==> src/rtl/frame_lock_ctrl.sv <==
// ---------------------------------------------------------------------------
// frame_lock_ctrl
//
// Lock controller for the 32-bit frame synchronizer / descrambler path of the
// ETROC2 receive chain. It watches the 2-bit frame header produced by the
// frame aligner and does the following:
// - While hunting, it issues single-cycle bitslip requests until the headers
//   become stable.
// - Once enough consecutive good headers arrive, it declares lock and
//   reseeds/enables the descrambler.
// - While locked, it counts bad headers in fixed-size windows and drops lock
//   when the error density gets too high.
//
// Ports:
//   CLK             in   system clock, everything on the rising edge
//   RST             in   synchronous reset, active-high
//   header_in       in   [1:0] frame header, 01/10 = good, 00/11 = bad
//   header_valid    in   header_in qualifies this cycle
//   force_resync    in   slow-control request to restart acquisition
//   bitslip         out  one-cycle pulse, shift frame boundary by one bit
//   locked          out  frame lock achieved
//   descr_enable    out  descrambler output enable (same as locked)
//   descr_rst       out  one-cycle descrambler reseed pulse on lock entry
//   slip_pos        out  [4:0] bitslips issued so far, modulo 32
//   hunt_timeout    out  sticky, a full 32-slip sweep went by without lock
//   lock_loss_count out  [CNT_W-1:0] number of LOCKED exits, saturating
//   err_count       out  [CNT_W-1:0] bad headers seen while LOCKED, saturating
//   state_out       out  [2:0] current state encoding
// ---------------------------------------------------------------------------
module frame_lock_ctrl #(
  parameter int SLIP_WAIT  = 4,
  parameter int LOCK_COUNT = 64,
  parameter int WINDOW     = 64,
  parameter int UNLOCK_ERR = 16,
  parameter int CNT_W      = 16
) (
  input  logic             CLK,
  input  logic             RST,
  input  logic [1:0]       header_in,
  input  logic             header_valid,
  input  logic             force_resync,
  output logic             bitslip,
  output logic             locked,
  output logic             descr_enable,
  output logic             descr_rst,
  output logic [4:0]       slip_pos,
  output logic             hunt_timeout,
  output logic [CNT_W-1:0] lock_loss_count,
  output logic [CNT_W-1:0] err_count,
  output logic [2:0]       state_out
);

  typedef enum logic [2:0] {
    ST_IDLE   = 3'd0,
    ST_HUNT   = 3'd1,
    ST_SLIP   = 3'd2,
    ST_WAIT   = 3'd3,
    ST_VERIFY = 3'd4,
    ST_LOCKED = 3'd5
  } state_t;

  // Counter widths are sized so each counter can hold its own terminal value.
  localparam int GW = $clog2(LOCK_COUNT + 1);
  localparam int WW = $clog2(WINDOW + 1);
  localparam int BW = $clog2(UNLOCK_ERR + 1);
  localparam int TW = $clog2(SLIP_WAIT + 1);

  localparam logic [GW-1:0] LOCK_TARGET   = GW'(LOCK_COUNT);
  localparam logic [WW-1:0] WINDOW_TARGET = WW'(WINDOW);
  localparam logic [BW-1:0] UNLOCK_TARGET = BW'(UNLOCK_ERR);
  localparam logic [TW-1:0] WAIT_LAST     = TW'(SLIP_WAIT - 1);
  localparam bit            DIRECT_LOCK   = (LOCK_COUNT <= 1);

  state_t           r_state;
  logic [GW-1:0]    r_goodCnt;
  logic [WW-1:0]    r_winCnt;
  logic [BW-1:0]    r_badCnt;
  logic [TW-1:0]    r_waitCnt;
  logic [4:0]       r_slipPos;
  logic             r_huntTimeout;
  logic [CNT_W-1:0] r_lockLoss;
  logic [CNT_W-1:0] r_errCnt;
  logic             r_descrRst;

  state_t           w_stateNext;
  logic [GW-1:0]    w_goodCntNext;
  logic [WW-1:0]    w_winCntNext;
  logic [BW-1:0]    w_badCntNext;
  logic [TW-1:0]    w_waitCntNext;
  logic [4:0]       w_slipPosNext;
  logic             w_huntTimeoutNext;
  logic [CNT_W-1:0] w_lockLossNext;
  logic [CNT_W-1:0] w_errCntNext;
  logic             w_descrRstNext;

  logic             w_headerGood;
  logic [GW-1:0]    w_goodInc;
  logic [WW-1:0]    w_winInc;
  logic [BW-1:0]    w_badInc;
  logic [CNT_W-1:0] w_lockLossInc;
  logic [CNT_W-1:0] w_errCntInc;

  // A header is good when its two bits differ (01 or 10).
  assign w_headerGood  = header_in[0] ^ header_in[1];
  assign w_goodInc     = r_goodCnt + 1'b1;
  assign w_winInc      = r_winCnt + 1'b1;
  assign w_badInc      = r_badCnt + 1'b1;
  assign w_lockLossInc = (r_lockLoss == '1) ? r_lockLoss : r_lockLoss + 1'b1;
  assign w_errCntInc   = (r_errCnt == '1) ? r_errCnt : r_errCnt + 1'b1;

  // State register and all counters. Reset is synchronous and wins over
  // everything, so a mid-operation RST looks exactly like power-up reset.
  always_ff @(posedge CLK) begin
    if (RST) begin
      r_state       <= ST_IDLE;
      r_goodCnt     <= '0;
      r_winCnt      <= '0;
      r_badCnt      <= '0;
      r_waitCnt     <= '0;
      r_slipPos     <= '0;
      r_huntTimeout <= 1'b0;
      r_lockLoss    <= '0;
      r_errCnt      <= '0;
      r_descrRst    <= 1'b0;
    end else begin
      r_state       <= w_stateNext;
      r_goodCnt     <= w_goodCntNext;
      r_winCnt      <= w_winCntNext;
      r_badCnt      <= w_badCntNext;
      r_waitCnt     <= w_waitCntNext;
      r_slipPos     <= w_slipPosNext;
      r_huntTimeout <= w_huntTimeoutNext;
      r_lockLoss    <= w_lockLossNext;
      r_errCnt      <= w_errCntNext;
      r_descrRst    <= w_descrRstNext;
    end
  end

  // Next-state and next-counter logic. The per-state case handles normal
  // sequencing; force_resync is applied afterwards so it overrides any state
  // decision, and lock entry side effects are applied last based on the
  // resolved next state.
  always_comb begin
    w_stateNext       = r_state;
    w_goodCntNext     = r_goodCnt;
    w_winCntNext      = r_winCnt;
    w_badCntNext      = r_badCnt;
    w_waitCntNext     = r_waitCnt;
    w_slipPosNext     = r_slipPos;
    w_huntTimeoutNext = r_huntTimeout;
    w_lockLossNext    = r_lockLoss;
    w_errCntNext      = r_errCnt;
    w_descrRstNext    = 1'b0;

    case (r_state)
      ST_IDLE: begin
        w_stateNext = ST_HUNT;
      end

      ST_HUNT: begin
        if (header_valid) begin
          if (w_headerGood) begin
            w_goodCntNext = GW'(1);
            w_stateNext   = DIRECT_LOCK ? ST_LOCKED : ST_VERIFY;
          end else begin
            w_stateNext = ST_SLIP;
          end
        end
      end

      // The bitslip pulse is this state itself; the position is advanced as
      // the state is left, and a full wrap marks the hunt as timed out.
      ST_SLIP: begin
        w_slipPosNext = r_slipPos + 5'd1;
        if (r_slipPos == 5'd31) begin
          w_huntTimeoutNext = 1'b1;
        end
        w_waitCntNext = '0;
        w_stateNext   = ST_WAIT;
      end

      // Headers are ignored here; the aligner needs time to settle after a
      // slip before its output is meaningful again.
      ST_WAIT: begin
        if (r_waitCnt == WAIT_LAST) begin
          w_stateNext = ST_HUNT;
        end else begin
          w_waitCntNext = r_waitCnt + 1'b1;
        end
      end

      ST_VERIFY: begin
        if (header_valid) begin
          if (w_headerGood) begin
            w_goodCntNext = w_goodInc;
            if (w_goodInc == LOCK_TARGET) begin
              w_stateNext = ST_LOCKED;
            end
          end else begin
            w_goodCntNext = '0;
            w_stateNext   = ST_SLIP;
          end
        end
      end

      // Unlock is checked with the current sample included and takes
      // precedence over a window boundary on the same sample.
      ST_LOCKED: begin
        if (header_valid) begin
          w_winCntNext = w_winInc;
          if (!w_headerGood) begin
            w_badCntNext = w_badInc;
            w_errCntNext = w_errCntInc;
          end
          if (!w_headerGood && (w_badInc == UNLOCK_TARGET)) begin
            w_stateNext    = ST_HUNT;
            w_lockLossNext = w_lockLossInc;
          end else if (w_winInc == WINDOW_TARGET) begin
            w_winCntNext = '0;
            w_badCntNext = '0;
          end
        end
      end

      default: begin
        w_stateNext = ST_IDLE;
      end
    endcase

    // A resync discards the current sample's evaluation. A slip already
    // pulsing this cycle still counts toward slip_pos because the aligner
    // has physically shifted; it simply is not issued again.
    if (force_resync) begin
      w_stateNext    = ST_HUNT;
      w_goodCntNext  = '0;
      w_winCntNext   = '0;
      w_badCntNext   = '0;
      w_waitCntNext  = '0;
      w_errCntNext   = r_errCnt;
      w_lockLossNext = (r_state == ST_LOCKED) ? w_lockLossInc : r_lockLoss;
    end

    if ((w_stateNext == ST_LOCKED) && (r_state != ST_LOCKED)) begin
      w_descrRstNext    = 1'b1;
      w_huntTimeoutNext = 1'b0;
      w_winCntNext      = '0;
      w_badCntNext      = '0;
    end
  end

  assign bitslip         = (r_state == ST_SLIP);
  assign locked          = (r_state == ST_LOCKED);
  assign descr_enable    = locked;
  assign descr_rst       = r_descrRst;
  assign slip_pos        = r_slipPos;
  assign hunt_timeout    = r_huntTimeout;
  assign lock_loss_count = r_lockLoss;
  assign err_count       = r_errCnt;
  assign state_out       = r_state;

endmodule

==> config.mk <==
export PLATFORM = sky130hd
export DESIGN_NAME = frame_lock_ctrl
export DESIGN_NICKNAME = d
export VERILOG_FILES = /design/src/rtl/frame_lock_ctrl.sv
export SDC_FILE = /design/constraint.sdc
export NUM_CORES = 1
export LEC_CHECK = 0
export ABC_AREA = 1
export CELL_PAD_IN_SITES_DETAIL_PLACEMENT = 1
export CELL_PAD_IN_SITES_GLOBAL_PLACEMENT = 2
export CORE_UTILIZATION = 28
export CTS_CLUSTER_SIZE = 10
export DETAILED_ROUTE_END_ITERATION = 12
export HOLD_SLACK_MARGIN = 0.15
export PLACE_DENSITY_LB_ADDON = 0.1
export SYNTH_ARGS = -nofsm -noshare
export SYNTH_HDL_FRONTEND = slang
export SYNTH_SLANG_ARGS = --single-unit
==> constraint.sdc <==
create_clock -name CLK -period 1.55 [get_ports CLK]
set_input_delay 0.31 -clock CLK [delete_from_list [all_inputs] [get_ports CLK]]
set_output_delay 0.31 -clock CLK [all_outputs]
set_load 0.005 [all_outputs]
Yosys cells after proc, flatten, opt, wreduce, memory -nomap -nowiden

Index checks and enable logic that the tools add are counted.

Bitwise logic cells: 4
Muxes and demuxes: 29
Eq/ne operators: 18
$add $sub $neg: 7
Reduce and logical (&&, ||, !) cells: 17

Operator list:

| kind                                           | count |
|---|---|
| 2-to-1 mux 16 bit                              | 6 |
| 2-to-1 mux 7 bit                               | 6 |
| adder 16 x 1 -> 16 bit (second input constant) | 2 |
| == test 16 bit (second input constant)         | 2 |
| 2-to-1 mux 3 bit                               | 10 |
| one-hot mux 3 bit (6 select lines)             | 1 |
| 2-to-1 mux 5 bit                               | 3 |
| adder 7 x 1 -> 7 bit (second input constant)   | 2 |
| == test 7 bit (second input constant)          | 2 |
| one-hot mux 7 bit (2 select lines)             | 1 |
| adder 5 x 1 -> 5 bit (second input constant)   | 2 |
| == test 5 bit (second input constant)          | 2 |
| == test 3 x 2 -> 1 bit (second input constant) | 3 |
| == test 3 bit (second input constant)          | 3 |
| != test 2 bit (second input constant)          | 4 |
| nonzero test 2 bit                             | 4 |
| one-hot mux 3 bit (2 select lines)             | 1 |
| AND reduction 2 bit                            | 3 |
| AND reduction 5 bit                            | 1 |
| AND reduction 4 bit                            | 1 |
| OR reduction 2 bit                             | 2 |
| adder 3 x 1 -> 3 bit (second input constant)   | 1 |
| == test 3 x 1 -> 1 bit (second input constant) | 1 |
| logical NOT 3 bit                              | 1 |
| other kinds (8)                                | 11 |

Register bits after elaboration: 64
Logic and storage cells: 85
Output and inout bits: 45

Logic depth before layout (Yosys ltp)

Gate-level depths: netlist (run 1).

Depth after elaboration: 10
Depth in mapped cells: 14
Gate-level depth less buffers: 13

Least setup slack after synthesis (run 1)

OpenSTA, ideal clock, no wires.

Path type: register to register
From: register r_badCnt[0]
To: register r_lockLoss[15], in the netlist lock_loss_count[15]
Library setup time: 0.144 ns
Stages on the path, launching flop included: 12
Buffers on the path: 1
Data arrival time: 1.505 ns
Setup slack: -0.099 ns
Clock period less this slack: 1.649 ns
Path through: dfxtp_1 ha_1 inv_1 nand2_1 nand2_1 nor2_1 nand4_1 nand2_2 nand2_2 buf_4 nand2_1 a21oi_1

Longest elaborated chain between the ends: 5

Ends and longest elaborated chain:

| what                                 | RTL line | RTL |
|---|---|---|
| start: declaration                   | 77       | `logic [BW-1:0] r_badCnt;` |
| start signal: assignment             | 129      | `r_badCnt <= w_badCntNext;` |
| adder 5 x 1 -> 5 bit                 | 107      | `assign w_badInc = r_badCnt + 1'b1;` |
| == test 5 bit                        | 215      | `if (!w_headerGood && (w_badInc == UNLOCK_TARGET)) begin` |
| logical AND 1 bit                    | 215      |  |
| nonzero test 2 bit (no source line)  | -        |  |
| AND reduction 3 bit (no source line) | -        |  |
| end signal: assignment               | 133      | `r_lockLoss <= w_lockLossNext;` |
| end: declaration                     | 81       | `logic [CNT_W-1:0] r_lockLoss;` |

No other way between the ends.
A chain may end at the register's enable or synchronous reset.

Worst setup path after layout (run 1)

From: register r_badCnt[0]
To: register r_lockLoss[7], in the netlist lock_loss_count[7]

The elaborated chain is that of the path after synthesis.

==> impl_metrics.csv, run 1 <==
group,metric,value,unit
sta,worst_slew_pin_slew,390,ps
drt,dr.pass1.iters,4,
power_and_ir_drop,swShare,0.223,
floorplan,die_w,117,um
yosys,ys.flop_type,"dfxtp_1",
sta,finalHoldViolCount,0,
layout,drive_gt1_frac,0.404,
layout,n_antenna_cell,0,
cts,path_clk_slew,60,ps
global_routing,overflow,0,
worst_setup_path,crit_type,"register to register",
power_and_ir_drop,combPwrFrac,0.068,
drt,first_iter_violations,115,
floorplan,core,12800,sq um
floorplan,die_area,13700,sq um
placed_design,dp_hpwl,8.49,mm
sta,setup_viol,46,
worst_setup_path,critPathMaxFanout,5,
power_and_ir_drop,peakVddDrop,0.000505,V
yosys,synthMuxAreaShare,0.00269,
floorplan,start_util,0.291,
sta,finalSetupTns,-3110,ps
cts,postCtsHoldBufs,0,
yosys,synth_compound_area_frac,0.101,
yosys,synth_edf_count,0,
global_routing,grt_pass1_wl,18.7,mm
drt,vias,4057,
cts,h-tree-depth,3,
placed_design,globalplace.congestion,0.781,
yosys,synthDistinctLibCells,38,
yosys,syn_avg_cell_area,6.93,sq um
power_and_ir_drop,power.density,672,nW/um^2
flow_run,maxCapViolations,0,
layout,layout_commonest_cell,"nand2_1",
yosys,synthArstFlopShare,0,
sta,skew,8.71,ps
sta,max_freq,0.593,GHz
power_and_ir_drop,cellLeakagePower,2.66,nW
sta,slew_viol_final,0,
yosys,synth_nets,553,
yosys,yosys-top-cells-area,"dfxtp_1, nand2_1, nand3_1",
floorplan,die_height,117,um
global_routing,track_usage,0.177,
worst_setup_path,end_kind,"register",
power_and_ir_drop,p_clk_frac,0.529,
yosys,synth.cell_area,3720,sq um
yosys,synth_top_area_frac,0.344,
layout,area_growth,64.3,%
worst_setup_path,cp.required,1770,ps
drt,vias_per_cell,4.65,
yosys,synth_top_cell_by_area,"dfxtp_1",
worst_setup_path,start_kind,"register",
drt,post-route-drc-count,0,
floorplan,row_count,41,
layout,fin_cells,873,
cts,numCtsBuffers,9,
sta,rsz0062_at_grt,"true",
status,violations,"setup timing",
cts,cts_max_path_buffers,2,
power_and_ir_drop,power.switching,0.914,mW
sta,worst_slack,-136,ps
placed_design,port_buffers,50,
drt,drt_wl_total,12.3,mm
sta,max_slew_margin,0.740,
yosys,seq_area_frac_synth,0.344,
status,outcome,"complete, but fails checks",
layout,most-common-layout-cells,"nand2_1, buf_4, inv_1, nand3_1, nor2_1",
cts,numClockSinks,64,
global_routing,grt_max_degree,17,
worst_setup_path,r2r_slack,-140,ps
worst_setup_path,cp.arrival,1900,ps
sta,timing.hold.ws,460,ps
power_and_ir_drop,internal-power,3.19,mW
layout,fin_util,0.479,
layout,fillCellCount,1551,
power_and_ir_drop,power.total,4.11,mW
yosys,yosys_warnings,0,
floorplan,ios,51,
drt,ant_nets,0,
yosys,synthXorXnorAreaFrac,0.0706,
layout,fin_area,6110,sq um
layout,fin_nets,712,
drt,wl_per_cell,14.1,um
yosys,synth_top_family_by_area,"simple AND/OR/NAND/NOR gates",
yosys,synth-adder-area-share,0.0336,
sta,period_needed,1690,ps
yosys,ys_seq_elements,64,
sta,post-route-period-util,1.09,
power_and_ir_drop,power_frac_seq,0.402,
cts,clk-insertion-delay-late,340,ps
cts,cts_root_buf,"clkbuf_16",
yosys,yosys.area_share.simple,0.363,
global_routing,antenna_found_initial,0,
placed_design,place_ws,-513,ps
yosys,synthCells,537,
global_routing,grt_pass1_vias,3972,
placed_design,placed_cell_area,5030,sq um
placed_design,dp_cells,829,
hold_path,hold_path_class,"register to register",
cts,cts_tree,"built",
-- flip-flops by register name, indices dropped and copies added (netlist names) --
name and flops:
err_count 16, lock_loss_count 16, r_goodCnt 7, r_winCnt 7
r_badCnt 5, slip_pos 5, r_waitCnt 3, state_out 3
descr_rst 1, hunt_timeout 1
-- cell type report --
cell class                 count  area (sq um)  share of cell area
clock buffer                  14           284              0.0465
clock inverter                 2          35.0             0.00573
timing repair buffer         158          1480               0.242
multi-input combinational    400          2490               0.408
inverter                      62           253              0.0413
timing repair inverter         1          8.76             0.00143
tap                          172           215              0.0352
sequential                    64          1350               0.220
-- power by group through the flow --
stage | Sequential [mW] | Clock (mW) | Combinational, mW
floorplan | 1.70 | 0 | 0.105
global placement | 1.70 | 0 | 0.222
detailed placement | 1.70 | 0 | 0.226
CTS | 1.65 | 2.25 | 0.236
global route | 1.65 | 2.32 | 0.303
finish | 1.65 | 2.17 | 0.280
-- cells in the mapped netlist, types with 2 or more instances --
master and count:
nand2_2 14, inv_1 50, nand4_1 10, clkinv_1 3, a21oi_1 37, o21ai_0 11, nand2_4 2, o21ai_1 7
buf_4 3, nor2_1 51, nand2_1 130, dfxtp_1 64, nor3_1 15, ha_1 10, nor2_2 12, xnor2_1 9
nand3_1 46, nor2_4 2, xor2_1 21, clkbuf_1 3, and3_1 2, inv_2 8, nand3b_1 3, a21oi_2 9
buf_2 2
-- final timing paths --
kind,endpoint,cells past startpoint,from
setup / recovery,lock_loss_count[7],10,r_badCnt[0]
hold / removal,r_waitCnt[0],1,r_waitCnt[0]
setup reg to reg,lock_loss_count[7],10,r_badCnt[0]
hold reg to reg,r_waitCnt[0],1,r_waitCnt[0]
-- metal layers --
| layer | global-route usage | wire [um] | vias up |
|---|---|---|---|
| met1 | 0.214 | 5570 | 1958 |
| li1 | - | - | 2050 |
| met5 | 0 | 0 | - |
| met4 | 0.0608 | 135 | 0 |
| met2 | 0.312 | 6260 | 39 |
| met3 | 0.0350 | 317 | 10 |
-- worst max-delay path: stages (launching register included) --
cell and delay [ps]:
dfxtp_4 360, ha_4 170, nand3_1 100, nand2_2 70, nand2_2 90, nand4_1 190, nand2_4 200, nand2_8 90
buf_12 150, nand2_1 80, a21oi_2 60
-- cell families after synthesis --
| kind of cell | after synthesis |
|---|---|
| buffers and inverters | 73 |
| AO/OA/AOI/OAI | 67 |
| adder cells (fa/ha/maj) | 10 |
| flip-flops | 64 |
| AND/OR/NAND/NOR | 292 |
| XOR/XNOR | 30 |
| multiplexers | 1 |
-- repair_timing --
| action | in CTS | in global routing |
|---|---|---|
| buffers inserted | 12 | 11 |
| pin swaps | 5 | 34 |
| cloned | 0 | 5 |
| setup endpoints to repair | 89 | 62 |
| gates resized for setup | 100 | 111 |
No activity file was read; power rests on OpenSTA's default activity.
==> inputs of run 2 (changes only) <==
--- a/config.mk
+++ b/config.mk
@@ -8,7 +8,7 @@
 export ABC_AREA = 1
 export CELL_PAD_IN_SITES_DETAIL_PLACEMENT = 1
 export CELL_PAD_IN_SITES_GLOBAL_PLACEMENT = 2
-export CORE_UTILIZATION = 28
+export CORE_UTILIZATION = 31
 export CTS_CLUSTER_SIZE = 10
 export DETAILED_ROUTE_END_ITERATION = 12
 export HOLD_SLACK_MARGIN = 0.15
==> constraint.sdc (replaced) <==
create_clock -name CLK -period 1.75 [get_ports CLK]
set_input_delay 0.35 -clock CLK [delete_from_list [all_inputs] [get_ports CLK]]
set_output_delay 0.35 -clock CLK [all_outputs]
set_load 0.005 [all_outputs]
==> run 2 against run 1 <==
Effect of this change:
- critical endpoint is now state_out[2]
- register-to-register slack better by 260 ps
- total power is 16% lower
- final cell count is 8.4% lower
- highest routed layer unchanged
- first-iteration DRC count is 12% higher
- the flow finishes with violations (DRC)
==> impl_metrics.csv, run 2 (same netlist as run 1, synthesis figures left out) <==
group,metric,value,unit
sta,max_freq,0.591,GHz
layout,fin_nets,668,
cts,path_clk_slew,60,ps
drt,vias_per_cell,4.80,
sta,max_slew_margin,0.764,
floorplan,die_area,12400,sq um
placed_design,port_buffers,50,
power_and_ir_drop,power.total,3.47,mW
floorplan,start_util,0.322,
cts,cts_tree,"built",
worst_setup_path,cp.required,1400,ps
worst_setup_path,end_kind,"output pin",
cts,postCtsHoldBufs,0,
global_routing,grt_pass1_wl,19.5,mm
cts,cts_root_buf,"clkbuf_16",
layout,n_antenna_cell,0,
sta,worst_slew_pin_slew,353,ps
hold_path,hold-path-endpoint,"r_waitCnt[2]",
global_routing,overflow,0,
worst_setup_path,start_kind,"register",
hold_path,whs_path_depth,2,
layout,fin_area,5290,sq um
layout,area_growth,42.1,%
worst_setup_path,critPathMaxFanout,4,
worst_setup_path,r2r-end,"lock_loss_count[6]",
floorplan,ios,51,
worst_setup_path,reg2regPathDepth,11,
drt,ant_nets,0,
status,violations,"DRC",
layout,layout_commonest_cell,"nand2_1",
floorplan,die_w,112,um
sta,rsz0062_at_grt,"true",
worst_setup_path,rr_startpoint,"r_badCnt[1]",
sta,skew,4.68,ps
placed_design,dp_hpwl,8.39,mm
cts,h-tree-depth,3,
drt,first_iter_violations,129,
drt,vias,3839,
sta,post-route-period-util,0.966,
drt,post-route-drc-count,2,
placed_design,globalplace.congestion,0.763,
floorplan,die_height,112,um
hold_path,hold_start,"r_waitCnt[2]",
drt,wl_per_cell,13.9,um
sta,slew_viol_final,0,
cts,cts_max_path_buffers,2,
floorplan,row_count,39,
floorplan,core,11600,sq um
worst_setup_path,crit_type,"register to output pin",
sta,setup_viol,0,
sta,period_needed,1690,ps
global_routing,track_usage,0.195,
drt,drt_wl_total,11.1,mm
worst_setup_path,cp.arrival,1340,ps
placed_design,placed_cell_area,4810,sq um
worst_setup_path,r2r_slack,120,ps
cts,numClockSinks,64,
cts,numCtsBuffers,9,
flow_run,maxCapViolations,0,
cts,clk-insertion-delay-late,340,ps
global_routing,grt_pass1_vias,4110,
status,outcome,"complete, but fails checks",
sta,worst_slack,58.9,ps
global_routing,antenna_found_initial,0,
power_and_ir_drop,peakVddDrop,0.000486,V
placed_design,place_ws,-307,ps
sta,finalHoldViolCount,0,
drt,dr.pass1.iters,8,
layout,most-common-layout-cells,"nand2_1, buf_4, dfxtp_1, inv_1, clkdlybuf4s50_1",
power_and_ir_drop,power.density,656,nW/um^2
hold_path,hold_path_class,"register to register",
power_and_ir_drop,cellLeakagePower,2.07,nW
layout,drive_gt1_frac,0.242,
layout,fillCellCount,1481,
global_routing,grt_max_degree,17,
-- run 2: cell count changes in the layout (fill, tap and decap cells not counted), moves of 9 or more --
cell             previous run  this run
a21oi_2                    19        10
a21oi_1                    27        36
clkdlybuf4s50_1             5        46
dfxtp_2                    24         6
nand2_1                    94       126
dfxtp_1                    31        57
nand2_2                    28        15
buf_4                      86        58
nand2_4                    22         5
dlygate4sd2_1              36         2
-- run 2: layer usage --
layer / track usage / up-vias / part of all wire
met4: 0.0568 / 0 / 0.011
met5: 0 / - / 0
met3: 0.0419 / 9 / 0.024
met1: 0.236 / 1832 / 0.46
met2: 0.346 / 44 / 0.50
li1: - / 1954 / -
-- run 2: worst max path at each step --
stage	startpoint	end	slack, ps	cells after the start
3_3_place_gp	header_in[1]	lock_loss_count[11]	-280	8
5_1_grt	r_winCnt[0]	r_badCnt[3]	-20	9
6_report	state_out[2]	state_out[2]	60	2
3_5_place_dp	header_in[1]	lock_loss_count[7]	-310	8
4_1_cts	state_out[0]	descr_enable	2	3
2_1_floorplan	r_badCnt[0]	lock_loss_count[15]	100	11
-- run 2: stage by stage --
| stage | TNS, ps | hold WS, ps | util | cells |
|---|---|---|---|---|
| after CTS | 0 | 473 | 0.444 | 797 |
| after global routing | -46.1 | 495 | 0.457 | 800 |
| final | 0 | 465 | 0.457 | 800 |
| after detailed placement | -12780 | 463 | 0.416 | 779 |
| after floorplan | 0 | 429 | - | 537 |
| after global placement | -10980 | 451 | 0.416 | 779 |
-- run 2: power breakdown --
group	leakage (nW)	internal (mW)	total [mW]	switching (mW)
Combinational	1.41	0.100	0.217	0.117
Clock	0.145	1.09	1.78	0.688
Sequential	0.519	1.46	1.47	0.00845
Total	2.07	2.65	3.47	0.813
-- run 2: critical path, stage by stage, from the launching register on --
cell and delay [ps]:
dfxtp_4 380, buf_4 130, clkdlybuf4s50_1 490
-- run 2: timing repair --
action | CTS | global route
gates cloned | 0 | 1
endpoints found under the setup margin | 22 | 45
hold endpoints to repair | 0 | 0
setup buffers | 2 | 2
pin swaps | 2 | 9
resized for setup | 13 | 32
-- run 2: layout make-up --
| class | count | area [sq um] | area share |
|---|---|---|---|
| multi-input cells | 400 | 2220 | 0.420 |
| inverters | 62 | 243 | 0.0459 |
| clock buffers | 9 | 225 | 0.0426 |
| flip-flops and latches | 64 | 1290 | 0.245 |
| well taps | 143 | 179 | 0.0339 |
| clock inverters | 7 | 62.6 | 0.0118 |
| repair buffers | 115 | 1070 | 0.202 |
